## config.mk

```make
export PLATFORM = sky130hd
export DESIGN_NAME = spi_lane_rxtx
export DESIGN_NICKNAME = d
export VERILOG_FILES = /design/src/rtl/spi_lane_rxtx.sv
export SDC_FILE = /design/constraint.sdc
export NUM_CORES = 1
export LEC_CHECK = 0
export CORE_ASPECT_RATIO = 0.75
export CORE_MARGIN = 5
export CORE_UTILIZATION = 41
export CTS_BUF_LIST = sky130_fd_sc_hd__clkbuf_16
export DETAILED_ROUTE_END_ITERATION = 6
export PLACE_DENSITY = 0.65
export REMOVE_ABC_BUFFERS = 1
export SYNTH_ARGS = -nofsm -noshare
export SYNTH_HDL_FRONTEND = slang
export SYNTH_SLANG_ARGS = --single-unit
export TNS_END_PERCENT = 5
```

## constraint.sdc

```tcl
create_clock -name clk -period 2.3 [get_ports clk]
set_clock_uncertainty 0.15 [all_clocks]
set_input_delay 0.345 -clock clk [delete_from_list [all_inputs] [get_ports clk]]
set_output_delay 0.345 -clock clk [all_outputs]
set_load 0.01 [all_outputs]
```

## src/rtl/spi_lane_rxtx.sv

```systemverilog
// spi_lane_rxtx: SPI target with 1/2/4 data lanes, configurable word width and SPI mode.
// Moves whole N_BITS words between the SPI pins and the core logic through valid/ack handshakes.
//
// Optional feature: define SPI_LANE_RXTX_UNDERRUN_EN to add the sticky tx_underrun output.
//
// Ports:
//   clk, rst          core clock, asynchronous active-high reset
//   sck, cs_n, sdi    SPI pins (asynchronous to clk); only sdi[LANES-1:0] is used
//   sdo, sdo_oe       data-out pins and per-lane output enables
//   din, din_valid    received word and its one-cycle strobe
//   dout, dout_valid  word to transmit and its valid flag
//   dout_ack          one-cycle strobe when dout has been loaded into the shifter
//   word_abort        one-cycle strobe when cs_n rose part-way through a word
//   tx_underrun       (optional) sticky flag: a word slot had no dout to send
module spi_lane_rxtx #(
    parameter int unsigned N_BITS = 8,
    parameter int unsigned LANES  = 4,
    parameter int unsigned CPOL   = 0,
    parameter int unsigned CPHA   = 0
) (
    input  logic              clk,
    input  logic              rst,
    input  logic              sck,
    input  logic              cs_n,
    input  logic [3:0]        sdi,
    output logic [3:0]        sdo,
    output logic [3:0]        sdo_oe,
    output logic [N_BITS-1:0] din,
    output logic              din_valid,
    input  logic [N_BITS-1:0] dout,
    input  logic              dout_valid,
    output logic              dout_ack,
    output logic              word_abort
`ifdef SPI_LANE_RXTX_UNDERRUN_EN
    ,
    output logic              tx_underrun
`endif
);

    localparam int unsigned BEATS     = N_BITS / LANES;
    localparam int unsigned CW        = (BEATS > 1) ? $clog2(BEATS) : 1;
    localparam logic        IDLE_LVL  = CPOL[0];
    localparam logic [CW-1:0] LAST_BEAT = CW'(BEATS - 1);
    localparam logic [3:0]  OE_MASK   = 4'((1 << LANES) - 1);

    if (!(LANES == 1 || LANES == 2 || LANES == 4)) begin : g_bad_lanes
        $error("spi_lane_rxtx: LANES must be 1, 2 or 4");
    end
    if (N_BITS == 0 || (N_BITS % LANES) != 0) begin : g_bad_width
        $error("spi_lane_rxtx: N_BITS must be a non-zero multiple of LANES");
    end

    typedef enum logic {StIdle, StActive} state_e;

    state_e            state;
    logic              sck_s1, sck_s2, sck_s3;
    logic              cs_s1, cs_s2, cs_s3;
    logic [LANES-1:0]  sdi_s1, sdi_s2;
    logic [CW-1:0]     beat_cnt;
    logic [N_BITS-1:0] rx_sr, tx_sr, rx_next;
    logic              lead_edge, trail_edge, sample_edge, shift_edge;
    logic              cs_fall, cs_rise, frame_start, frame_end, tx_load;
    logic              unused_sdi;

    // Upper sdi pins are unused when LANES < 4.
    assign unused_sdi = ^sdi;

    // Edges are seen one clk after the second synchroniser stage.
    assign lead_edge   = (sck_s2 != IDLE_LVL) && (sck_s3 == IDLE_LVL);
    assign trail_edge  = (sck_s2 == IDLE_LVL) && (sck_s3 != IDLE_LVL);
    assign sample_edge = (CPHA == 0) ? lead_edge : trail_edge;
    assign shift_edge  = (CPHA == 0) ? trail_edge : lead_edge;
    assign cs_fall     = cs_s3 & ~cs_s2;
    assign cs_rise     = ~cs_s3 & cs_s2;

    assign frame_start = (state == StIdle) && cs_fall;
    assign frame_end   = (state == StActive) && cs_rise;
    assign rx_next     = (rx_sr << LANES) | N_BITS'(sdi_s2);

    // A shift edge with the counter at zero is always a word boundary: in mode CPHA=0 it is the
    // trailing edge right after a wrap, in CPHA=1 the leading edge of a new word.
    assign tx_load = (frame_start && (CPHA == 0)) ||
                     ((state == StActive) && !cs_rise && shift_edge && (beat_cnt == '0));

    always_ff @(posedge clk or posedge rst) begin
        if (rst) begin
            state      <= StIdle;
            sck_s1     <= IDLE_LVL;
            sck_s2     <= IDLE_LVL;
            sck_s3     <= IDLE_LVL;
            cs_s1      <= 1'b1;
            cs_s2      <= 1'b1;
            cs_s3      <= 1'b1;
            sdi_s1     <= '0;
            sdi_s2     <= '0;
            beat_cnt   <= '0;
            rx_sr      <= '0;
            tx_sr      <= '0;
            din        <= '0;
            din_valid  <= 1'b0;
            dout_ack   <= 1'b0;
            word_abort <= 1'b0;
`ifdef SPI_LANE_RXTX_UNDERRUN_EN
            tx_underrun <= 1'b0;
`endif
        end else begin
            sck_s1 <= sck;
            sck_s2 <= sck_s1;
            sck_s3 <= sck_s2;
            cs_s1  <= cs_n;
            cs_s2  <= cs_s1;
            cs_s3  <= cs_s2;
            sdi_s1 <= sdi[LANES-1:0];
            sdi_s2 <= sdi_s1;

            din_valid  <= 1'b0;
            dout_ack   <= 1'b0;
            word_abort <= 1'b0;

            if (frame_start) begin
                state <= StActive;
            end

            if (frame_end) begin
                // cs_n wins over any sck edge detected in the same clk.
                state      <= StIdle;
                beat_cnt   <= '0;
                rx_sr      <= '0;
                tx_sr      <= '0;
                word_abort <= (beat_cnt != '0);
            end else if (state == StActive) begin
                if (sample_edge) begin
                    rx_sr <= rx_next;
                    if (beat_cnt == LAST_BEAT) begin
                        beat_cnt  <= '0;
                        din       <= rx_next;
                        din_valid <= 1'b1;
                    end else begin
                        beat_cnt <= beat_cnt + 1'b1;
                    end
                end
                if (shift_edge && (beat_cnt != '0)) begin
                    tx_sr <= tx_sr << LANES;
                end
            end

            if (tx_load) begin
                tx_sr    <= dout_valid ? dout : '0;
                dout_ack <= dout_valid;
            end

`ifdef SPI_LANE_RXTX_UNDERRUN_EN
            // Cleared by the frame-starting cs_n fall, which may itself underrun.
            if (frame_start) begin
                tx_underrun <= tx_load & ~dout_valid;
            end else if (tx_load && !dout_valid) begin
                tx_underrun <= 1'b1;
            end
`endif
        end
    end

    always_comb begin
        sdo    = '0;
        sdo_oe = '0;
        if (state == StActive) begin
            sdo_oe            = OE_MASK;
            sdo[LANES-1:0]    = tx_sr[N_BITS-1 -: LANES];
        end
    end

endmodule
```

* Word-level counts from Yosys, hierarchy flattened
Cells that the tools add are included.
Storage, ports and cells: bits of input ports 17, logic and storage cells 67, register bits after elaboration 39, output and inout port bits 19
Cells by class: bitwise gates (word level) 10, reductions and logical operators 18, add/subtract/negate cells 1, multiplexer cells 22
Operators by type and width (number):
- 8-bit 2-to-1 mux | 5
- 4-bit 2-to-1 mux | 5
- 1-bit 2-to-1 mux | 12
- 1-bit logical AND | 8
- 8-bit by 4-bit OR with 8-bit output | 1
- 1-bit NOT | 7
- 2-bit nonzero test | 3
- 3-bit nonzero test | 2
- 2-bit AND reduction | 2
- 4-bit AND reduction | 1
- 1-bit bitwise AND | 2
- 1-bit adder (second input constant) | 1
- 1-bit zero test | 1
- 1-bit logical OR | 1

* Logic depth before layout (Yosys ltp)
Gate-level depths: netlist (run 1).
word-level depth 9, mapped depth 6, gate-level depth less buffers 4

* Worst setup path after synthesis (run 1)
No wires, ideal clock.
kind flip-flop to flip-flop, start point register state, end point register tx_sr[0], setup time 121 ps, data arrival time 1362 ps, stages on the path, launching flop included 6, path slack 667 ps, path buffers 1, period minus slack after synthesis 1633 ps, cell sequence dfrtp_1 and3b_4 a31o_4 and2_4 buf_6 a22o_1
On the way: word-level cells in the longest chain between the ends 6, elaborated cells on any way between the ends 12
Ends and longest elaborated chain:
- start: declaration | line 55 | state_e state;
- start signal: assignment | line 87 | state <= StIdle;
- start signal: assignment | line 121 | state <= StActive;
- start signal: assignment | line 126 | state <= StIdle;
- 1-bit logical AND (3 in series) | line 83 | ((state == StActive) && !cs_rise && shift_edge && (beat_cnt == '0));
- 1-bit logical OR | line 82 | assign tx_load = (frame_start && (CPHA == 0)) ||
- 3-bit nonzero test (no source line)
- 2-bit AND reduction (no source line)
- end signal: assignment | line 143 | tx_sr <= tx_sr << LANES;
- end signal: assignment | line 148 | tx_sr <= dout_valid ? dout : '0;
- end: declaration | line 60 | logic [N_BITS-1:0] rx_sr, tx_sr, rx_next;
Several ways; a longest one is shown, not always the timed one. A chain may end at the register's enable or synchronous reset.

* Final worst setup path (run 1)
start point register state, end point output port sdo[2]
On the way: word-level cells in the longest chain between the ends 1
Ends and longest elaborated chain:
- 4-bit 2-to-1 mux | line 166 | if (state == StActive) begin
- end: declaration | line 26 | output logic [3:0] sdo,
Every way passes these cells.

==> results of run 1 <==
metrics by stage:
step                hold WS [ns]  cells  total power [W]  setup slack, ns
finish                     0.196    184          0.00197            0.174
global route               0.201    184          0.00207           0.0846
CTS                        0.200    184          0.00199            0.159
detailed placement         0.187    176          0.00123            0.441
global placement           0.182    176          0.00122            0.517
floorplan                  0.181    100          0.00102            0.500
final cells by class:
cell class / count / area share, %
inverter: 8 / 1.51
timing repair buffer: 36 / 18.0
clock inverter: 3 / 1.95
sequential: 39 / 49.3
multi-input combinational: 53 / 20.4
clock buffer: 5 / 6.30
tap: 40 / 2.52
layer usage:
layer	global-route usage (%)	up-vias	part of all wire, %
met5	0	-	0
met4	4.66	0	0.63
met3	5.62	2	5.7
met2	19.9	22	48
met1	16.3	471	46
li1	-	437	-
report_power, final:
part	internal [W]	leakage (nW)	switching [W]
combinational	0.000215	0.334	0.000140
sequential	0.000796	0.485	0.0000690
clock	0.000505	0.0812	0.000241
total	0.00152	0.900	0.000450
final timing paths:
path / from / end / slack [ns] / cells after the start
min in group asynchronous: rst / tx_sr[2] / 0.33 / 3
setup / recovery: state / sdo[2] / 0.17 / 2
hold / removal: sck_s1 / sck_s2 / 0.20 / 0
max in group asynchronous: rst / cs_s2 / 1.31 / 3
setup reg to reg: cs_s3 / tx_sr[5] / 0.39 / 4
hold reg to reg: sck_s1 / sck_s2 / 0.20 / 0
synthesized netlist by cell type:
master,n
dfrtp_1,36
a22o_1,8
inv_1,8
mux2_1,8
nand2_1,8
a21oi_1,7
a32oi_1,4
and2_1,4
buf_4,4
dfstp_2,3
and3_1,2
a31o_4,1
and2_4,1
and3b_4,1
and4_1,1
buf_1,1
buf_2,1
buf_6,1
clkbuf_2,1
mux2_2,1
nand2b_1,1
nor2_1,1
nor2b_1,1
nor2b_2,1
nor3b_2,1
o21ai_0,1
o21ai_1,1
flip-flops by register name, indices dropped and copies added (netlist names):
signal,cells
sck_s1,1
cs_s2,1
cs_s3,1
sdi_s2,4
din_valid,1
sck_s3,1
word_abort,1
sck_s2,1
rx_sr,4
dout_ack,1
din,8
tx_sr,8
beat_cnt,1
state,1
cs_s1,1
sdi_s1,4
cells by family after synthesis:
logic type | Yosys count
AOI/OAI and AO/OA | 22
buffers and inverters | 16
DFF | 39
muxes | 9
and+or+nand+nor | 22
==> results.py, run 1 <==
metrics = {
    "outcome": {
        "status": "completed",
    },
    "cells_and_area": {
        "mostFrequentLayoutCells": "36 x dfrtp_1, 35 x clkdlybuf4s50_1",
        "synthToLayoutAreaGrowth_pct": 35.2,
        "fin_area_sq_mm": 0.00199,
        "nNetsFinal": 160,
        "fin_util_pct": 58.8,
        "regArea_sq_um": 980,
        "num_antenna_cells": 0,
        "final_common_cell": "dfrtp_1",
        "fillers": 270,
        "multi_input_area_sq_um": 404,
        "drive_gt1_share_pct": 11.8,
    },
    "synthesis": {
        "synth_area_leaders": "dfrtp_1 61%, mux2_1 6.1%, dfstp_2 5.4%, a22o_1 4.8%, a21oi_1 2.4%",
        "yosysWarnings": 0,
        "synthAdderAreaFrac_pct": 0,
        "yosys.area.top_type": "dfrtp_1",
        "synthXorXnorAreaFrac_pct": 0,
        "yosysSeqAreaShare_pct": 66.7,
        "synth_top_family_by_area": "compound AO/OA/AOI/OAI gates",
        "synth_compound_area_share_pct": 11.4,
        "synthMuxAreaShare_pct": 6.90,
        "ys_seq_elements": 39,
        "synth_top_area_share_pct": 61.3,
        "syn_avg_cell_area_sq_um": 13.6,
        "synth_area_sq_mm": 0.00147,
        "yosysUniqueCellTypes": 27,
        "netlist_instances": 108,
        "synth-simple-area-share_pct": 9.20,
    },
    "worst_setup_path": {
        "worst_path_max_delay_cell": "dfrtp_1",
        "cp_num_buf_inv": 1,
        "max_stage_delay_ns": 0.63,
        "critical-path-top-delay-family": "flip-flops",
        "cp-start-kind": "flip-flop",
        "critPathRequiredTime_ns": 1.80,
        "path_cells": "and2_1, clkdlybuf4s50_1",
        "cp_data_arrival_time_ns": 1.63,
        "worst-path-max-fanout": 17,
        "crit_path_end_kind": "output pin",
        "path_class": "reg2out",
    },
    "route": {
        "drtPass1Iterations": 4,
        "drt_iter0_drc": 108,
        "vias": 932,
        "ant_nets": 0,
        "routed_wl_um": 2720,
        "avgRoutedWirePerCell_um": 14.8,
        "viasPerCell": 5.07,
        "drc": 0,
    },
    "floorplan": {
        "die_y_um": 61.8,
        "die-area_sq_mm": 0.00489,
        "core_area_sq_mm": 0.00338,
        "initial_core_util_pct": 43.5,
        "num_rows": 18,
        "io_pins": 36,
        "die_w_um": 79.1,
    },
    "global_route": {
        "grt_start_max_net_pins": 40,
        "antenna_found_initial": 0,
        "grt_pass1_vias": 935,
        "grt_usage_pct": 12.8,
        "grt-ovfl-total": 0,
        "grt_first_pass_wirelength_um": 4610,
    },
    "clock_tree": {
        "clk_latency_ns": 0.27,
        "tritoncts": "built",
        "cts_root_buf": "clkbuf_16",
        "clock-sinks": 39,
        "clkTransAtPathRegs_ns": 0.05,
        "hold_buffers": 0,
        "htree_num_levels": 2,
        "ctsResizeCount": 0,
        "cts_made_buffers": 5,
        "post_cts_buffers": 0,
        "clk_path_buf_depth": 2,
    },
    "power": {
        "max-vdd-ir-drop_uv": 568,
        "p_per_area_mw_per_mm2": 990,
        "p_leak_nw": 0.900,
    },
    "place": {
        "place_hpwl_um": 1890,
        "placed_area_sq_mm": 0.00182,
        "port_buffers": 35,
        "place.gp.congestion": 0.839,
    },
    "timing": {
        "setup_viol": 0,
        "max-slew-margin-rel_pct": 53.9,
        "fin_crit_sh_pct": 92.4,
        "max_freq_ghz": 0.470,
        "drv_slew": 0,
        "tightest_slew_ns": 0.692,
        "setup_tns_ns": 0,
        "period_minus_slack_ns": 2.13,
        "rsz0062_at_grt": "no",
        "hold_viol_final": 0,
    },
    "min_path": {
        "hold_class": "reg2reg",
    },
    "flow_run": {
        "drv_cap": 0,
    },
}
Power figures use the tool's default switching activity.
==> run 2: changes to the inputs <==
Settings changed: SLEW_MARGIN from default to 20.
==> results of run 2 <==
The final DEF is identical to that of run 1; final timing and power are the same.
==> run 3: changes to the inputs <==
Settings changed: CAP_MARGIN from default to 0.
==> results of run 3 <==
The final DEF is identical to that of run 1; final timing and power are the same.
